--- src/rtl/step_move_sequencer.sv ---
// Stepper move sequencer: a small command FIFO feeding a move FSM that drives
// ST_CLK/ST_DIR/ST_ENB, with a direction-setup delay ahead of every move.
module step_move_sequencer #(
  parameter int FIFO_DEPTH = 4,
  parameter int DIR_SETUP  = 16,
  parameter int CNT_W      = 32
) (
  input  logic                          LClk,
  input  logic                          rst,
  input  logic                          cmd_wr,
  input  logic [CNT_W-1:0]              cmd_steps,
  input  logic [CNT_W-1:0]              cmd_half_period,
  input  logic                          cmd_dir,
  input  logic                          abort,
  input  logic                          clr_err,
  output logic                          ST_CLK,
  output logic                          ST_DIR,
  output logic                          ST_ENB,
  output logic                          busy,
  output logic                          fifo_empty,
  output logic                          fifo_full,
  output logic [$clog2(FIFO_DEPTH):0]   fifo_level,
  output logic                          overflow,
  output logic [CNT_W-1:0]              steps_done,
  output logic                          move_done
);

  localparam int AW = $clog2(FIFO_DEPTH);
  localparam logic [AW:0]      DEPTH_L    = (AW+1)'(FIFO_DEPTH);
  localparam logic [AW:0]      PTR_ONE    = (AW+1)'(1);
  localparam logic [CNT_W-1:0] CNT_ZERO   = {CNT_W{1'b0}};
  localparam logic [CNT_W-1:0] CNT_ONE    = CNT_W'(1);
  localparam logic [CNT_W-1:0] SETUP_LAST = CNT_W'(DIR_SETUP - 1);

  typedef enum logic [2:0] {
    IDLE  = 3'd0,
    SETUP = 3'd1,
    HIGH  = 3'd2,
    LOW   = 3'd3,
    DONE  = 3'd4
  } state_t;

  // Command storage; pointers carry one extra bit to separate full from empty.
  logic [CNT_W-1:0] mem_steps [FIFO_DEPTH];
  logic [CNT_W-1:0] mem_hp    [FIFO_DEPTH];
  logic             mem_dir   [FIFO_DEPTH];
  logic [AW:0]      wr_ptr;
  logic [AW:0]      rd_ptr;
  logic [AW-1:0]    wr_addr;
  logic [AW-1:0]    rd_addr;

  logic             pop;
  logic             push_ok;
  logic             drop;

  state_t           state, state_nxt;
  logic [CNT_W-1:0] cnt, cnt_nxt;
  logic [CNT_W-1:0] w_steps, w_steps_nxt;
  logic [CNT_W-1:0] w_hp, w_hp_nxt;
  logic [CNT_W-1:0] steps_done_nxt;
  logic             st_clk_nxt;
  logic             st_dir_nxt;
  logic             st_enb_nxt;
  logic             move_done_nxt;
  logic [CNT_W-1:0] head_steps;
  logic [CNT_W-1:0] head_hp;
  logic             head_dir;

  assign wr_addr    = wr_ptr[AW-1:0];
  assign rd_addr    = rd_ptr[AW-1:0];
  assign head_steps = mem_steps[rd_addr];
  assign head_hp    = mem_hp[rd_addr];
  assign head_dir   = mem_dir[rd_addr];

  assign fifo_level = wr_ptr - rd_ptr;
  assign fifo_empty = (fifo_level == {(AW+1){1'b0}});
  assign fifo_full  = (fifo_level == DEPTH_L);
  assign busy       = (state != IDLE) | ~fifo_empty;

  // A full FIFO still accepts a push when the FSM pops in the same cycle;
  // a push coinciding with abort is discarded silently.
  assign push_ok = cmd_wr & ~abort & (~fifo_full | pop);
  assign drop    = cmd_wr & ~abort & fifo_full & ~pop;

  // Command payload storage (data only, no reset needed)
  always_ff @(posedge LClk) begin
    if (push_ok && !rst) begin
      mem_steps[wr_addr] <= cmd_steps;
      mem_hp[wr_addr]    <= cmd_half_period;
      mem_dir[wr_addr]   <= cmd_dir;
    end
  end

  // FIFO pointers and sticky overflow flag
  always_ff @(posedge LClk) begin
    if (rst) begin
      wr_ptr   <= {(AW+1){1'b0}};
      rd_ptr   <= {(AW+1){1'b0}};
      overflow <= 1'b0;
    end else begin
      if (abort) begin
        rd_ptr <= wr_ptr;
      end else begin
        if (push_ok) begin
          wr_ptr <= wr_ptr + PTR_ONE;
        end
        if (pop) begin
          rd_ptr <= rd_ptr + PTR_ONE;
        end
      end
      if (drop) begin
        overflow <= 1'b1;
      end else if (clr_err) begin
        overflow <= 1'b0;
      end
    end
  end

  // FSM state, timing counter, working registers and driver outputs
  always_ff @(posedge LClk) begin
    if (rst) begin
      state      <= IDLE;
      cnt        <= CNT_ZERO;
      w_steps    <= CNT_ZERO;
      w_hp       <= CNT_ONE;
      steps_done <= CNT_ZERO;
      ST_CLK     <= 1'b0;
      ST_DIR     <= 1'b0;
      ST_ENB     <= 1'b0;
      move_done  <= 1'b0;
    end else begin
      state      <= state_nxt;
      cnt        <= cnt_nxt;
      w_steps    <= w_steps_nxt;
      w_hp       <= w_hp_nxt;
      steps_done <= steps_done_nxt;
      ST_CLK     <= st_clk_nxt;
      ST_DIR     <= st_dir_nxt;
      ST_ENB     <= st_enb_nxt;
      move_done  <= move_done_nxt;
    end
  end

  // Next-state and next-output logic for the move FSM
  always_comb begin
    state_nxt      = state;
    cnt_nxt        = cnt;
    w_steps_nxt    = w_steps;
    w_hp_nxt       = w_hp;
    steps_done_nxt = steps_done;
    st_clk_nxt     = ST_CLK;
    st_dir_nxt     = ST_DIR;
    st_enb_nxt     = ST_ENB;
    move_done_nxt  = 1'b0;
    pop            = 1'b0;

    case (state)
      IDLE: begin
        st_clk_nxt = 1'b0;
        st_enb_nxt = 1'b0;
        if (!fifo_empty) begin
          pop            = 1'b1;
          w_steps_nxt    = head_steps;
          w_hp_nxt       = (head_hp == CNT_ZERO) ? CNT_ONE : head_hp;
          steps_done_nxt = CNT_ZERO;
          cnt_nxt        = CNT_ZERO;
          if (head_steps == CNT_ZERO) begin
            state_nxt     = DONE;
            move_done_nxt = 1'b1;
          end else begin
            st_dir_nxt = head_dir;
            st_enb_nxt = 1'b1;
            state_nxt  = SETUP;
          end
        end else begin
          state_nxt = IDLE;
        end
      end
      SETUP: begin
        if (cnt == SETUP_LAST) begin
          state_nxt  = HIGH;
          st_clk_nxt = 1'b1;
          cnt_nxt    = CNT_ZERO;
        end else begin
          cnt_nxt = cnt + CNT_ONE;
        end
      end
      HIGH: begin
        if (cnt == w_hp - CNT_ONE) begin
          state_nxt      = LOW;
          st_clk_nxt     = 1'b0;
          steps_done_nxt = steps_done + CNT_ONE;
          cnt_nxt        = CNT_ZERO;
        end else begin
          cnt_nxt = cnt + CNT_ONE;
        end
      end
      LOW: begin
        if (cnt == w_hp - CNT_ONE) begin
          cnt_nxt = CNT_ZERO;
          if (steps_done == w_steps) begin
            state_nxt     = DONE;
            move_done_nxt = 1'b1;
          end else begin
            state_nxt  = HIGH;
            st_clk_nxt = 1'b1;
          end
        end else begin
          cnt_nxt = cnt + CNT_ONE;
        end
      end
      DONE: begin
        state_nxt  = IDLE;
        st_clk_nxt = 1'b0;
        st_enb_nxt = 1'b0;
      end
      default: begin
        state_nxt  = IDLE;
        st_clk_nxt = 1'b0;
        st_enb_nxt = 1'b0;
      end
    endcase

    // Abort discards the queue and parks the driver, keeping ST_DIR and progress.
    if (abort) begin
      state_nxt     = IDLE;
      st_clk_nxt    = 1'b0;
      st_enb_nxt    = 1'b0;
      move_done_nxt = 1'b0;
      pop           = 1'b0;
    end else begin
      pop = pop;
    end
  end

endmodule
--- config.mk ---
export PLATFORM = sky130hd
export DESIGN_NAME = step_move_sequencer
export DESIGN_NICKNAME = d
export VERILOG_FILES = /design/src/rtl/step_move_sequencer.sv
export SDC_FILE = /design/constraint.sdc
export NUM_CORES = 1
export LEC_CHECK = 0
export ABC_AREA = 1
export CELL_PAD_IN_SITES_DETAIL_PLACEMENT = 1
export CELL_PAD_IN_SITES_GLOBAL_PLACEMENT = 1
export CORE_MARGIN = 4
export CORE_UTILIZATION = 50
export DETAILED_ROUTE_END_ITERATION = 7
export GPL_ROUTABILITY_DRIVEN = 0
export HOLD_SLACK_MARGIN = 0.05
export PLACE_DENSITY = 0.87
export SLEW_MARGIN = 25
export SYNTH_ARGS = -nofsm -noshare
export SYNTH_HDL_FRONTEND = slang
export SYNTH_SLANG_ARGS = --single-unit
--- constraint.sdc ---
create_clock -name LClk -period 8.5 [get_ports LClk]
set_clock_uncertainty 0.15 [all_clocks]
set_input_delay 0.85 -clock LClk [delete_from_list [all_inputs] [get_ports LClk]]
set_output_delay 0.85 -clock LClk [all_outputs]
set_load 0.02 [all_outputs]
==> impl_metrics.env, run 1 <==
export IMPL_grt_setup_unrepaired="false"
export IMPL_clock_sinks=404
export IMPL_htree_levels=2
export IMPL_syn_mean_instance_area_sq_um=8.97
export IMPL_whs_path_depth=2
export IMPL_yosysSeqAreaShare_pct=55.8
export IMPL_layout_nets=2284
export IMPL_crit_fanout=35
export IMPL_postSynthCellCount=2138
export IMPL_tightestPinTransition_ns=1.04
export IMPL_reg_to_reg_endpoint="mem_hp[2][29]$_DFFE_PP_"
export IMPL_min_delay_path_class="register to register"
export IMPL_critical_path_endpoint_type="register"
export IMPL_final_setup_violating_endpoints=0
export IMPL_fin_tns_setup_ns=0
export IMPL_area_growth_synth_to_final_pct=15.0
export IMPL_yosysWarningCount=0
export IMPL_r2r_cells=16
export IMPL_drive_gt1_share_pct=5.63
export IMPL_r2r_start="wr_ptr[0]$_SDFFE_PP0P_"
export IMPL_power_per_cell_area_nw_per_um2=293
export IMPL_synthesis_area_sq_um=19200
export IMPL_synth_async_sr_flop_share_pct=0
export IMPL_worstSetupPathType="register to register"
export IMPL_port_buffer_count=112
export IMPL_whs_ns=0.318
export IMPL_endpoint_of_the_worst_hold_path="ST_CLK$_SDFFE_PP0P_"
export IMPL_design_core_area_sq_um=37800
export IMPL_critPathLaunch="wr_ptr[0]$_SDFFE_PP0P_"
export IMPL_setup_worst_path_start_class="register"
export IMPL_drv_max_cap_violation_count=0
export IMPL_detail_route_first_pass_iterations=5
export IMPL_cts_hold_buffers=0
export IMPL_drc=0
export IMPL_leakage_nw=8.05
export IMPL_cts_root_buf="sky130_fd_sc_hd__clkbuf_16"
export IMPL_worst_setup_hold_path_clk_slew_ns=0.06
export IMPL_antenna_found_initial=0
export IMPL_period_share_pct=53.8
export IMPL_detailroute_via_count=16100
export IMPL_report_final_slew_viol_count=0
export IMPL_maxSlewHeadroom_pct=30.3
export IMPL_overall_die_area_sq_um=41500
export IMPL_cts_setup_buffers=0
export IMPL_placementRows=71
export IMPL_via_per_inst=5.84
export IMPL_tritoncts="done"
export IMPL_worst_skew_pair_late_latency_ns=0.58
export IMPL_synth_main_ff_cell="sky130_fd_sc_hd__edfxtp_1"
export IMPL_timing_final_crit_period_ns=4.57
export IMPL_floorplan_die_height_microns=204
export IMPL_grt_max_degree=87
export IMPL_synth_edf_count=260
export IMPL_antenna_left=0
export IMPL_largest_buffer_count_on_any_clock_path=3
export IMPL_initial_utilization_pct=50.8
export IMPL_grt_pass1_wl_microns=93400
export IMPL_synth_distinct_cells=42
export IMPL_numCtsBuffers=43
export IMPL_hold_start="ST_CLK$_SDFFE_PP0P_"
export IMPL_num_antenna_cells=0
export IMPL_routed_wire_length_per_instance_microns=21.9
export IMPL_initialDrtViolationCount=1307
export IMPL_timing_hold_violations_final=0
export IMPL_cts_resized=0
export IMPL_grt_total_usage_pct=28.5
export IMPL_gr_total_overflow=0
export IMPL_grt_pass1_vias=16700
export IMPL_io_pin_count=113
export IMPL_critPathRequiredTime_ns=8.55
export IMPL_synth_top_cell_area_share_pct=40.7
export IMPL_fmax_mhz=219
export IMPL_critPathArrivalTime_ns=4.62
export IMPL_hpwl_microns=40800
export IMPL_yosys_register_bits=404
export IMPL_synthDominantAreaCellType="sky130_fd_sc_hd__edfxtp_1"
export IMPL_netlist_top_cells_area="sky130_fd_sc_hd__edfxtp_1 41%, sky130_fd_sc_hd__dfxtp_1 15%, sky130_fd_sc_hd__nand2_1 7.9%"
export IMPL_detail_route_wirelength_microns=60200
export IMPL_reg2reg_slack_ns=3.93
export IMPL_irDropWorstVdd_mv=0.230
export IMPL_syn_nets=2218
export IMPL_status="finished clean"
export IMPL_die_w_microns=204
-- flip-flops by register name, indices dropped and copies added, names as in the netlist, named ones only --
register and flops:
mem_hp 128, ST_DIR 1, ST_ENB 1, wr_ptr 3, mem_steps 128, w_hp 32
cnt 32, mem_dir 4, move_done 1, rd_ptr 3, state 3, steps_done 32
w_steps 32, ST_CLK 1, overflow 1
-- report_power, final --
group          internal, mW  switching (mW)
Sequential             2.27           0.209
Clock                  1.13           0.806
Combinational         0.621            1.42
-- Yosys cell counts, types with 8 or more instances --
cell                       instances
sky130_fd_sc_hd__nand2_1         404
sky130_fd_sc_hd__o22ai_1          21
sky130_fd_sc_hd__clkbuf_1         54
sky130_fd_sc_hd__o22a_1           41
sky130_fd_sc_hd__buf_1             8
sky130_fd_sc_hd__inv_1           170
sky130_fd_sc_hd__ha_1              9
sky130_fd_sc_hd__nor3_1           36
sky130_fd_sc_hd__a21oi_1          65
sky130_fd_sc_hd__nor2_2           15
sky130_fd_sc_hd__o21ai_1          11
sky130_fd_sc_hd__nor2_1          300
sky130_fd_sc_hd__xor2_1           64
sky130_fd_sc_hd__nand4_1          39
sky130_fd_sc_hd__nand3_1         189
sky130_fd_sc_hd__dfxtp_1         144
sky130_fd_sc_hd__edfxtp_1        260
sky130_fd_sc_hd__nor4_1           11
sky130_fd_sc_hd__o21ai_0         151
sky130_fd_sc_hd__xnor2_1          40
sky130_fd_sc_hd__buf_2            31
sky130_fd_sc_hd__a32o_1           15
-- layout by cell type (no fill, tap or decap), types with 5 or more instances in the layout --
cell                              synthesis  final
sky130_fd_sc_hd__a21oi_1                 65     65
sky130_fd_sc_hd__a32o_1                  15     15
sky130_fd_sc_hd__buf_4                    7     13
sky130_fd_sc_hd__bufinv_16                0      6
sky130_fd_sc_hd__clkbuf_1                54      7
sky130_fd_sc_hd__clkbuf_16                0     43
sky130_fd_sc_hd__clkdlybuf4s50_1          0    112
sky130_fd_sc_hd__clkinv_1                 2     12
sky130_fd_sc_hd__clkinv_2                 0      7
sky130_fd_sc_hd__dfxtp_1                144    142
sky130_fd_sc_hd__edfxtp_1               260    260
sky130_fd_sc_hd__ha_1                     9      9
sky130_fd_sc_hd__inv_1                  170    167
sky130_fd_sc_hd__inv_2                    7      9
sky130_fd_sc_hd__nand2_1                404    404
sky130_fd_sc_hd__nand2_2                  7      7
sky130_fd_sc_hd__nand3_1                189    188
sky130_fd_sc_hd__nand3b_1                 7      7
sky130_fd_sc_hd__nand4_1                 39     39
sky130_fd_sc_hd__nor2_1                 300    296
sky130_fd_sc_hd__nor2_2                  15     15
sky130_fd_sc_hd__nor2_4                   3      7
sky130_fd_sc_hd__nor3_1                  36     36
sky130_fd_sc_hd__nor4_1                  11     11
sky130_fd_sc_hd__o2111ai_1                5      5
sky130_fd_sc_hd__o21ai_0                151    151
sky130_fd_sc_hd__o21ai_1                 11     11
sky130_fd_sc_hd__o22a_1                  41     41
sky130_fd_sc_hd__o22ai_1                 21     21
sky130_fd_sc_hd__xnor2_1                 40     40
sky130_fd_sc_hd__xor2_1                  64     64
-- cells by family (layout without fill, tap and decap cells) --
kind of cell,count (synthesis),after routing,synth area share (%)
adder cells (fa/ha/maj),10,10,0.692
flip-flops,404,404,55.8
XOR/XNOR,104,104,4.75
AO/OA/AOI/OAI,314,314,9.69
buffers and inverters,285,386,6.21
AND/OR/NAND/NOR,1021,1021,22.9
-- stage by stage --
stage	util, %	cell area (sq um)	power, mW	worst slack (ns)	std cells
6_report	58.4	22000	6.46	3.93	2750
5_1_grt	58.4	22000	6.80	3.60	2750
4_1_cts	58.2	22000	6.44	3.84	2748
3_5_place_dp	54.4	20500	4.50	3.87	2668
3_3_place_gp	54.4	20500	4.36	4.23	2668
2_1_floorplan	-	19200	3.86	2.58	2138
-- routing by layer --
layer	track usage (%)	share of wire (%)
met1	38.8	43
met2	47.9	48
met3	4.52	6.1
met4	7.73	2.6
met5	0	0
-- how the worst max path moves through the flow --
stage | to | slack, ns
after floorplan | mem_dir[0]$_DFFE_PP_ | 2.58
after global placement | mem_hp[1][28]$_DFFE_PP_ | 4.23
after detailed placement | mem_hp[0][31]$_DFFE_PP_ | 3.87
after CTS | mem_hp[0][25]$_DFFE_PP_ | 3.84
after global routing | mem_hp[2][25]$_DFFE_PP_ | 3.60
final | mem_hp[2][29]$_DFFE_PP_ | 3.93
-- cell type report --
| cell class | instances | area (sq um) |
|---|---|---|
| clock inverters | 29 | 327 |
| repair buffers | 127 | 1270 |
| inverters | 179 | 672 |
| clock buffers | 51 | 1120 |
| well taps | 511 | 639 |
| multi-input cells | 1449 | 7320 |
| flip-flops and latches | 404 | 10700 |
| fillers | 4278 | 15700 |
-- worst max-delay path, stage by stage (launching register included) --
cell and delay [ns]:
sky130_fd_sc_hd__dfxtp_1 0.41, sky130_fd_sc_hd__inv_1 0.14, sky130_fd_sc_hd__ha_1 0.24, sky130_fd_sc_hd__fa_1 0.41
sky130_fd_sc_hd__xor2_1 0.19, sky130_fd_sc_hd__xor2_1 0.26, sky130_fd_sc_hd__nor2_1 0.12, sky130_fd_sc_hd__inv_1 0.08
sky130_fd_sc_hd__nand2_2 0.06, sky130_fd_sc_hd__inv_2 0.10, sky130_fd_sc_hd__nand2_1 0.10, sky130_fd_sc_hd__nand2_1 0.07
sky130_fd_sc_hd__nand2_1 0.12, sky130_fd_sc_hd__inv_1 0.10, sky130_fd_sc_hd__nand2_1 0.19, sky130_fd_sc_hd__nor2_4 0.82
sky130_fd_sc_hd__buf_4 0.58
(Power assumes the default switching activity.)
==> run 2, diff against run 1 <==
--- a/config.mk
+++ b/config.mk
@@ -9,11 +9,11 @@
 export CELL_PAD_IN_SITES_DETAIL_PLACEMENT = 1
 export CELL_PAD_IN_SITES_GLOBAL_PLACEMENT = 1
 export CORE_MARGIN = 4
-export CORE_UTILIZATION = 50
+export CORE_UTILIZATION = 46
 export DETAILED_ROUTE_END_ITERATION = 7
 export GPL_ROUTABILITY_DRIVEN = 0
 export HOLD_SLACK_MARGIN = 0.05
-export PLACE_DENSITY = 0.87
+export PLACE_DENSITY = 0.81
 export SLEW_MARGIN = 25
 export SYNTH_ARGS = -nofsm -noshare
 export SYNTH_HDL_FRONTEND = slang
==> constraint.sdc (replaced) <==
create_clock -name LClk -period 4.8 [get_ports LClk]
set_clock_uncertainty 0.15 [all_clocks]
set_input_delay 0.48 -clock LClk [delete_from_list [all_inputs] [get_ports LClk]]
set_output_delay 0.48 -clock LClk [all_outputs]
set_load 0.02 [all_outputs]
==> impl_metrics.env, run 2 (synthesis gave the netlist of run 1 again) <==
export IMPL_grt_setup_unrepaired="false"
export IMPL_drc=0
export IMPL_die_w_microns=212
export IMPL_maxUsedRoutingLayer="met4"
export IMPL_grt_pass1_wl_microns=92900
export IMPL_overall_die_area_sq_um=45000
export IMPL_met2_length_microns=28500
export IMPL_critPathRequiredTime_ns=5.12
export IMPL_drive_gt1_share_pct=5.62
export IMPL_slowest_delay_ns=0.79
export IMPL_fin_tns_setup_ns=0
export IMPL_wl_met1_microns=25800
export IMPL_cts_resized=0
export IMPL_critPathSlowestCell="sky130_fd_sc_hd__clkinv_1"
export IMPL_critPathLaunch="wr_ptr[0]$_SDFFE_PP0P_"
export IMPL_largest_buffer_count_on_any_clock_path=3
export IMPL_cpLargestDelayFamily="buffers and inverters"
export IMPL_routed_wire_length_per_instance_microns=21.4
export IMPL_num_antenna_cells=0
export IMPL_largestRegisters="mem_hp x128, mem_steps x128"
export IMPL_wl_met3_microns=3570
export IMPL_leakage_nw=8.03
export IMPL_fmax_mhz=246
export IMPL_tightestPinTransition_ns=1.02
export IMPL_cts_setup_buffers=0
export IMPL_reg2reg_slack_ns=0.73
export IMPL_report_final_slew_viol_count=0
export IMPL_hpwl_microns=40500
export IMPL_layout_commonest_cell="sky130_fd_sc_hd__nand2_1"
export IMPL_worst_skew_pair_late_latency_ns=0.58
export IMPL_irDropWorstVdd_mv=0.298
export IMPL_layout_nets=2289
export IMPL_via_per_inst=5.70
export IMPL_period_share_pct=84.8
export IMPL_crit_fanout=80
export IMPL_antenna_left=0
export IMPL_detail_route_first_pass_iterations=5
export IMPL_worst_setup_hold_path_clk_slew_ns=0.06
export IMPL_gr_total_overflow=0
export IMPL_grt_total_usage_pct=26.1
export IMPL_cts_hold_buffers=0
export IMPL_placementRows=74
export IMPL_power_per_cell_area_nw_per_um2=510
export IMPL_maxSlewHeadroom_pct=31.7
export IMPL_final_core_utilization_pct=53.7
export IMPL_final_setup_violating_endpoints=0
export IMPL_r2r_start="wr_ptr[0]$_SDFFE_PP0P_"
export IMPL_numCtsBuffers=43
export IMPL_clock_sinks=404
export IMPL_cts_root_buf="sky130_fd_sc_hd__clkbuf_16"
export IMPL_timing_final_crit_period_ns=4.07
export IMPL_grt_pass1_vias=16500
export IMPL_area_growth_synth_to_final_pct=14.8
export IMPL_initialDrtViolationCount=1208
export IMPL_endpoint_of_the_worst_hold_path="overflow$_SDFFE_PP0P_"
export IMPL_critPathArrivalTime_ns=4.39
export IMPL_whs_path_depth=2
export IMPL_sequence_of_cells_on_the_critical_path="inv_1, ha_1, fa_1, xor2_1, xor2_1, nor2_1, inv_1, nand2_2, buf_4, nor2_1, clkinv_1, o21ai_0"
export IMPL_port_buffer_count=112
export IMPL_initial_utilization_pct=46.7
export IMPL_grt_max_degree=81
export IMPL_tritoncts="done"
export IMPL_design_core_area_sq_um=41000
export IMPL_setup_worst_path_start_class="register"
export IMPL_dp_cells=2696
export IMPL_timing_hold_violations_final=0
export IMPL_detail_route_wirelength_microns=59400
export IMPL_finish_cell_count_without_fillers=2775
export IMPL_floorplan_die_height_microns=212
export IMPL_antenna_found_initial=1
export IMPL_final_cell_mix="404 x sky130_fd_sc_hd__nand2_1, 296 x sky130_fd_sc_hd__nor2_1, 260 x sky130_fd_sc_hd__edfxtp_1"
export IMPL_htree_levels=2
export IMPL_status="finished clean"
export IMPL_io_pin_count=113
export IMPL_r2r_cells=12
export IMPL_min_delay_path_class="register to register"
export IMPL_worstSetupPathType="register to register"
export IMPL_drv_max_cap_violation_count=0
export IMPL_critical_path_buf_inv_count=4
export IMPL_reg_to_reg_endpoint="w_steps[24]$_SDFFE_PP0P_"
export IMPL_hold_start="overflow$_SDFFE_PP0P_"
export IMPL_detailroute_via_count=15800
export IMPL_critical_path_endpoint_type="register"
-- run 2: how the worst max path moves through the flow --
stage | end | slack, ns | cells past startpoint
final | w_steps[24]$_SDFFE_PP0P_ | 0.73 | 12
after global placement | w_steps[18]$_SDFFE_PP0P_ | 1.02 | 12
after global routing | w_steps[23]$_SDFFE_PP0P_ | 0.35 | 12
after detailed placement | w_steps[24]$_SDFFE_PP0P_ | 0.81 | 12
after CTS | w_steps[24]$_SDFFE_PP0P_ | 0.80 | 12
after floorplan | mem_dir[0]$_DFFE_PP_ | -0.06 | 15
-- run 2: tightest hold or removal path, cell delays in order, from the launching register on --
cell                      delay (ns)
sky130_fd_sc_hd__dfxtp_1        0.31
sky130_fd_sc_hd__nand2_1        0.06
sky130_fd_sc_hd__a21oi_1        0.06
-- run 2: cell type report --
| type | count | area, sq um |
|---|---|---|
| clock buffer | 54 | 1150 |
| clock inverter | 25 | 201 |
| fill | 4718 | 19000 |
| inverter | 179 | 673 |
| multi-input combinational | 1449 | 7320 |
| sequential | 404 | 10700 |
| tap | 532 | 666 |
| timing repair buffer | 132 | 1310 |
-- run 2: per-layer routing --
metal	GRT usage (%)	vias to the layer above
met3	4.40	101
met4	7.89	0
met1	35.7	7850
met5	0	-
li1	-	7392
met2	43.2	477
-- run 2: power breakdown --
group	internal (mW)	switching (mW)
Clock	1.81	1.42
Sequential	4.02	0.324
Combinational	1.11	2.54
Total	6.94	4.28
-- run 2: through the flow --
| step | setup WS, ns | total power [mW] | instance area, sq um | hold WS [ns] |
|---|---|---|---|---|
| floorplan | -0.0594 | 6.84 | 19200 | 0.316 |
| finish | 0.729 | 11.2 | 22000 | 0.321 |
| CTS | 0.796 | 11.3 | 22000 | 0.327 |
| global placement | 1.02 | 7.79 | 20700 | 0.298 |
| global route | 0.348 | 11.9 | 22000 | 0.350 |
| detailed placement | 0.811 | 7.98 | 20700 | 0.318 |
==> run 3, diff against run 2 <==
--- a/config.mk
+++ b/config.mk
@@ -9,11 +9,11 @@
 export CELL_PAD_IN_SITES_DETAIL_PLACEMENT = 1
 export CELL_PAD_IN_SITES_GLOBAL_PLACEMENT = 1
 export CORE_MARGIN = 4
-export CORE_UTILIZATION = 46
+export CORE_UTILIZATION = 42
 export DETAILED_ROUTE_END_ITERATION = 7
 export GPL_ROUTABILITY_DRIVEN = 0
 export HOLD_SLACK_MARGIN = 0.05
-export PLACE_DENSITY = 0.81
+export PLACE_DENSITY = 0.78
 export SLEW_MARGIN = 25
 export SYNTH_ARGS = -nofsm -noshare
 export SYNTH_HDL_FRONTEND = slang
==> constraint.sdc (replaced) <==
create_clock -name LClk -period 3.4 [get_ports LClk]
set_clock_uncertainty 0.15 [all_clocks]
set_input_delay 0.34 -clock LClk [delete_from_list [all_inputs] [get_ports LClk]]
set_output_delay 0.34 -clock LClk [all_outputs]
set_load 0.02 [all_outputs]
==> impl_metrics.env, run 3 (synthesis gave the netlist of run 1 again) <==
export IMPL_initial_utilization_pct=42.3
export IMPL_layout_commonest_cell="sky130_fd_sc_hd__nand2_1"
export IMPL_critPathArrivalTime_ns=2.82
export IMPL_timing_final_crit_period_ns=3.31
export IMPL_dp_cells=2774
export IMPL_setup_slack_ns=0.0853
export IMPL_htree_levels=2
export IMPL_overall_die_area_sq_um=49100
export IMPL_final_cell_mix="399 x sky130_fd_sc_hd__nand2_1, 295 x sky130_fd_sc_hd__nor2_1, 260 x sky130_fd_sc_hd__edfxtp_1"
export IMPL_io_pin_count=113
export IMPL_drc=0
export IMPL_whs_ns=0.246
export IMPL_fmax_mhz=302
export IMPL_irDropWorstVdd_mv=0.449
export IMPL_largest_buffer_count_on_any_clock_path=3
export IMPL_detail_route_wirelength_microns=58200
export IMPL_routed_wire_length_per_instance_microns=20.4
export IMPL_maxSlewHeadroom_pct=33.4
export IMPL_worst_setup_hold_path_clk_slew_ns=0.06
export IMPL_cts_hold_buffers=0
export IMPL_critical_path_endpoint_type="output pin"
export IMPL_setup_worst_path_start_class="register"
export IMPL_critPathRequiredTime_ns=2.91
export IMPL_die_w_microns=222
export IMPL_via_per_inst=5.50
export IMPL_worstSetupPathType="register to output pin"
export IMPL_finish_cell_count_without_fillers=2847
export IMPL_gr_total_overflow=0
export IMPL_stdcell_area_sq_um=22300
export IMPL_power_per_cell_area_nw_per_um2=712
export IMPL_period_share_pct=97.5
export IMPL_final_setup_violating_endpoints=0
export IMPL_tritoncts="done"
export IMPL_port_buffer_count=112
export IMPL_detail_route_first_pass_iterations=7
export IMPL_detailroute_via_count=15700
export IMPL_placementRows=78
export IMPL_worst_skew_pair_late_latency_ns=0.59
export IMPL_layout_nets=2299
export IMPL_initialDrtViolationCount=999
export IMPL_antenna_left=0
export IMPL_fin_tns_setup_ns=0
export IMPL_min_delay_path_class="primary input to register"
export IMPL_place_area_sq_um=21000
export IMPL_crit_fanout=4
export IMPL_leakage_nw=8.11
export IMPL_area_growth_synth_to_final_pct=16.4
export IMPL_grt_pass1_vias=16500
export IMPL_status="finished clean"
export IMPL_drv_max_cap_violation_count=0
export IMPL_placement_setup_worst_slack_ns=0.234
export IMPL_tightestPinTransition_ns=0.993
export IMPL_grt_max_degree=123
export IMPL_p_total_mw=15.9
export IMPL_report_final_slew_viol_count=0
export IMPL_largestRegisters="mem_hp x128, mem_steps x128"
export IMPL_grt_total_usage_pct=23.1
export IMPL_numCtsBuffers=43
export IMPL_antenna_found_initial=1
export IMPL_cts_setup_buffers=0
export IMPL_timing_hold_violations_final=0
export IMPL_hpwl_microns=40400
export IMPL_num_antenna_cells=0
export IMPL_design_core_area_sq_um=45300
export IMPL_grt_setup_unrepaired="false"
export IMPL_drive_gt1_share_pct=6.54
export IMPL_floorplan_die_height_microns=222
export IMPL_final_core_utilization_pct=49.3
export IMPL_cts_root_buf="sky130_fd_sc_hd__clkbuf_16"
export IMPL_grt_pass1_wl_microns=91400
export IMPL_clock_sinks=404
-- run 3: final timing paths --
path                          startpoint  slack (ns)  cells after the start                    endpoint
hold / removal             cmd_steps[28]        0.25                      1  mem_steps[1][28]$_DFFE_PP_
setup / recovery  wr_ptr[1]$_SDFFE_PP0P_        0.09                      6                  fifo_empty
hold reg to reg      ST_CLK$_SDFFE_PP0P_        0.32                      2         ST_CLK$_SDFFE_PP0P_
setup reg to reg  wr_ptr[1]$_SDFFE_PP0P_        0.22                     15     mem_hp[3][20]$_DFFE_PP_
-- run 3: layer usage --
layer	wire length (microns)	vias up	global-route usage, %	share of wire [%]
met5	0	-	0	0
met1	26400	7696	32.1	45
li1	-	7412	-	-
met3	3390	95	4.12	5.8
met4	1270	0	5.76	2.2
met2	27100	461	37.9	47
-- run 3: what timing repair did --
| item | CTS | global route |
|---|---|---|
| endpoints found under the hold margin | 0 | 0 |
| setup endpoints to repair | 2 | 2 |
| gates resized for setup | 2 | 1 |
-- run 3: layout make-up --
class,instances,area (sq um)
Inverter,179,676
Tap cell,600,751
Fill cell,5191,23000
Timing Repair Buffer,142,1470
Clock inverter,16,163
Multi-Input combinational cell,1449,7380
Sequential cell,404,10700
Clock buffer,57,1180
-- run 3: worst max-delay path, cell delays in order (launching register included) --
cell	delay [ns]
sky130_fd_sc_hd__dfxtp_1	0.40
sky130_fd_sc_hd__inv_1	0.14
sky130_fd_sc_hd__fa_2	0.43
sky130_fd_sc_hd__xor2_2	0.17
sky130_fd_sc_hd__xor2_2	0.21
sky130_fd_sc_hd__nor2_4	0.15
sky130_fd_sc_hd__clkdlybuf4s50_1	0.73
-- run 3: report_power, final --
group          internal, mW  switching, mW
logic                  1.64           3.55
clock network          2.59           1.94
registers              5.68          0.469
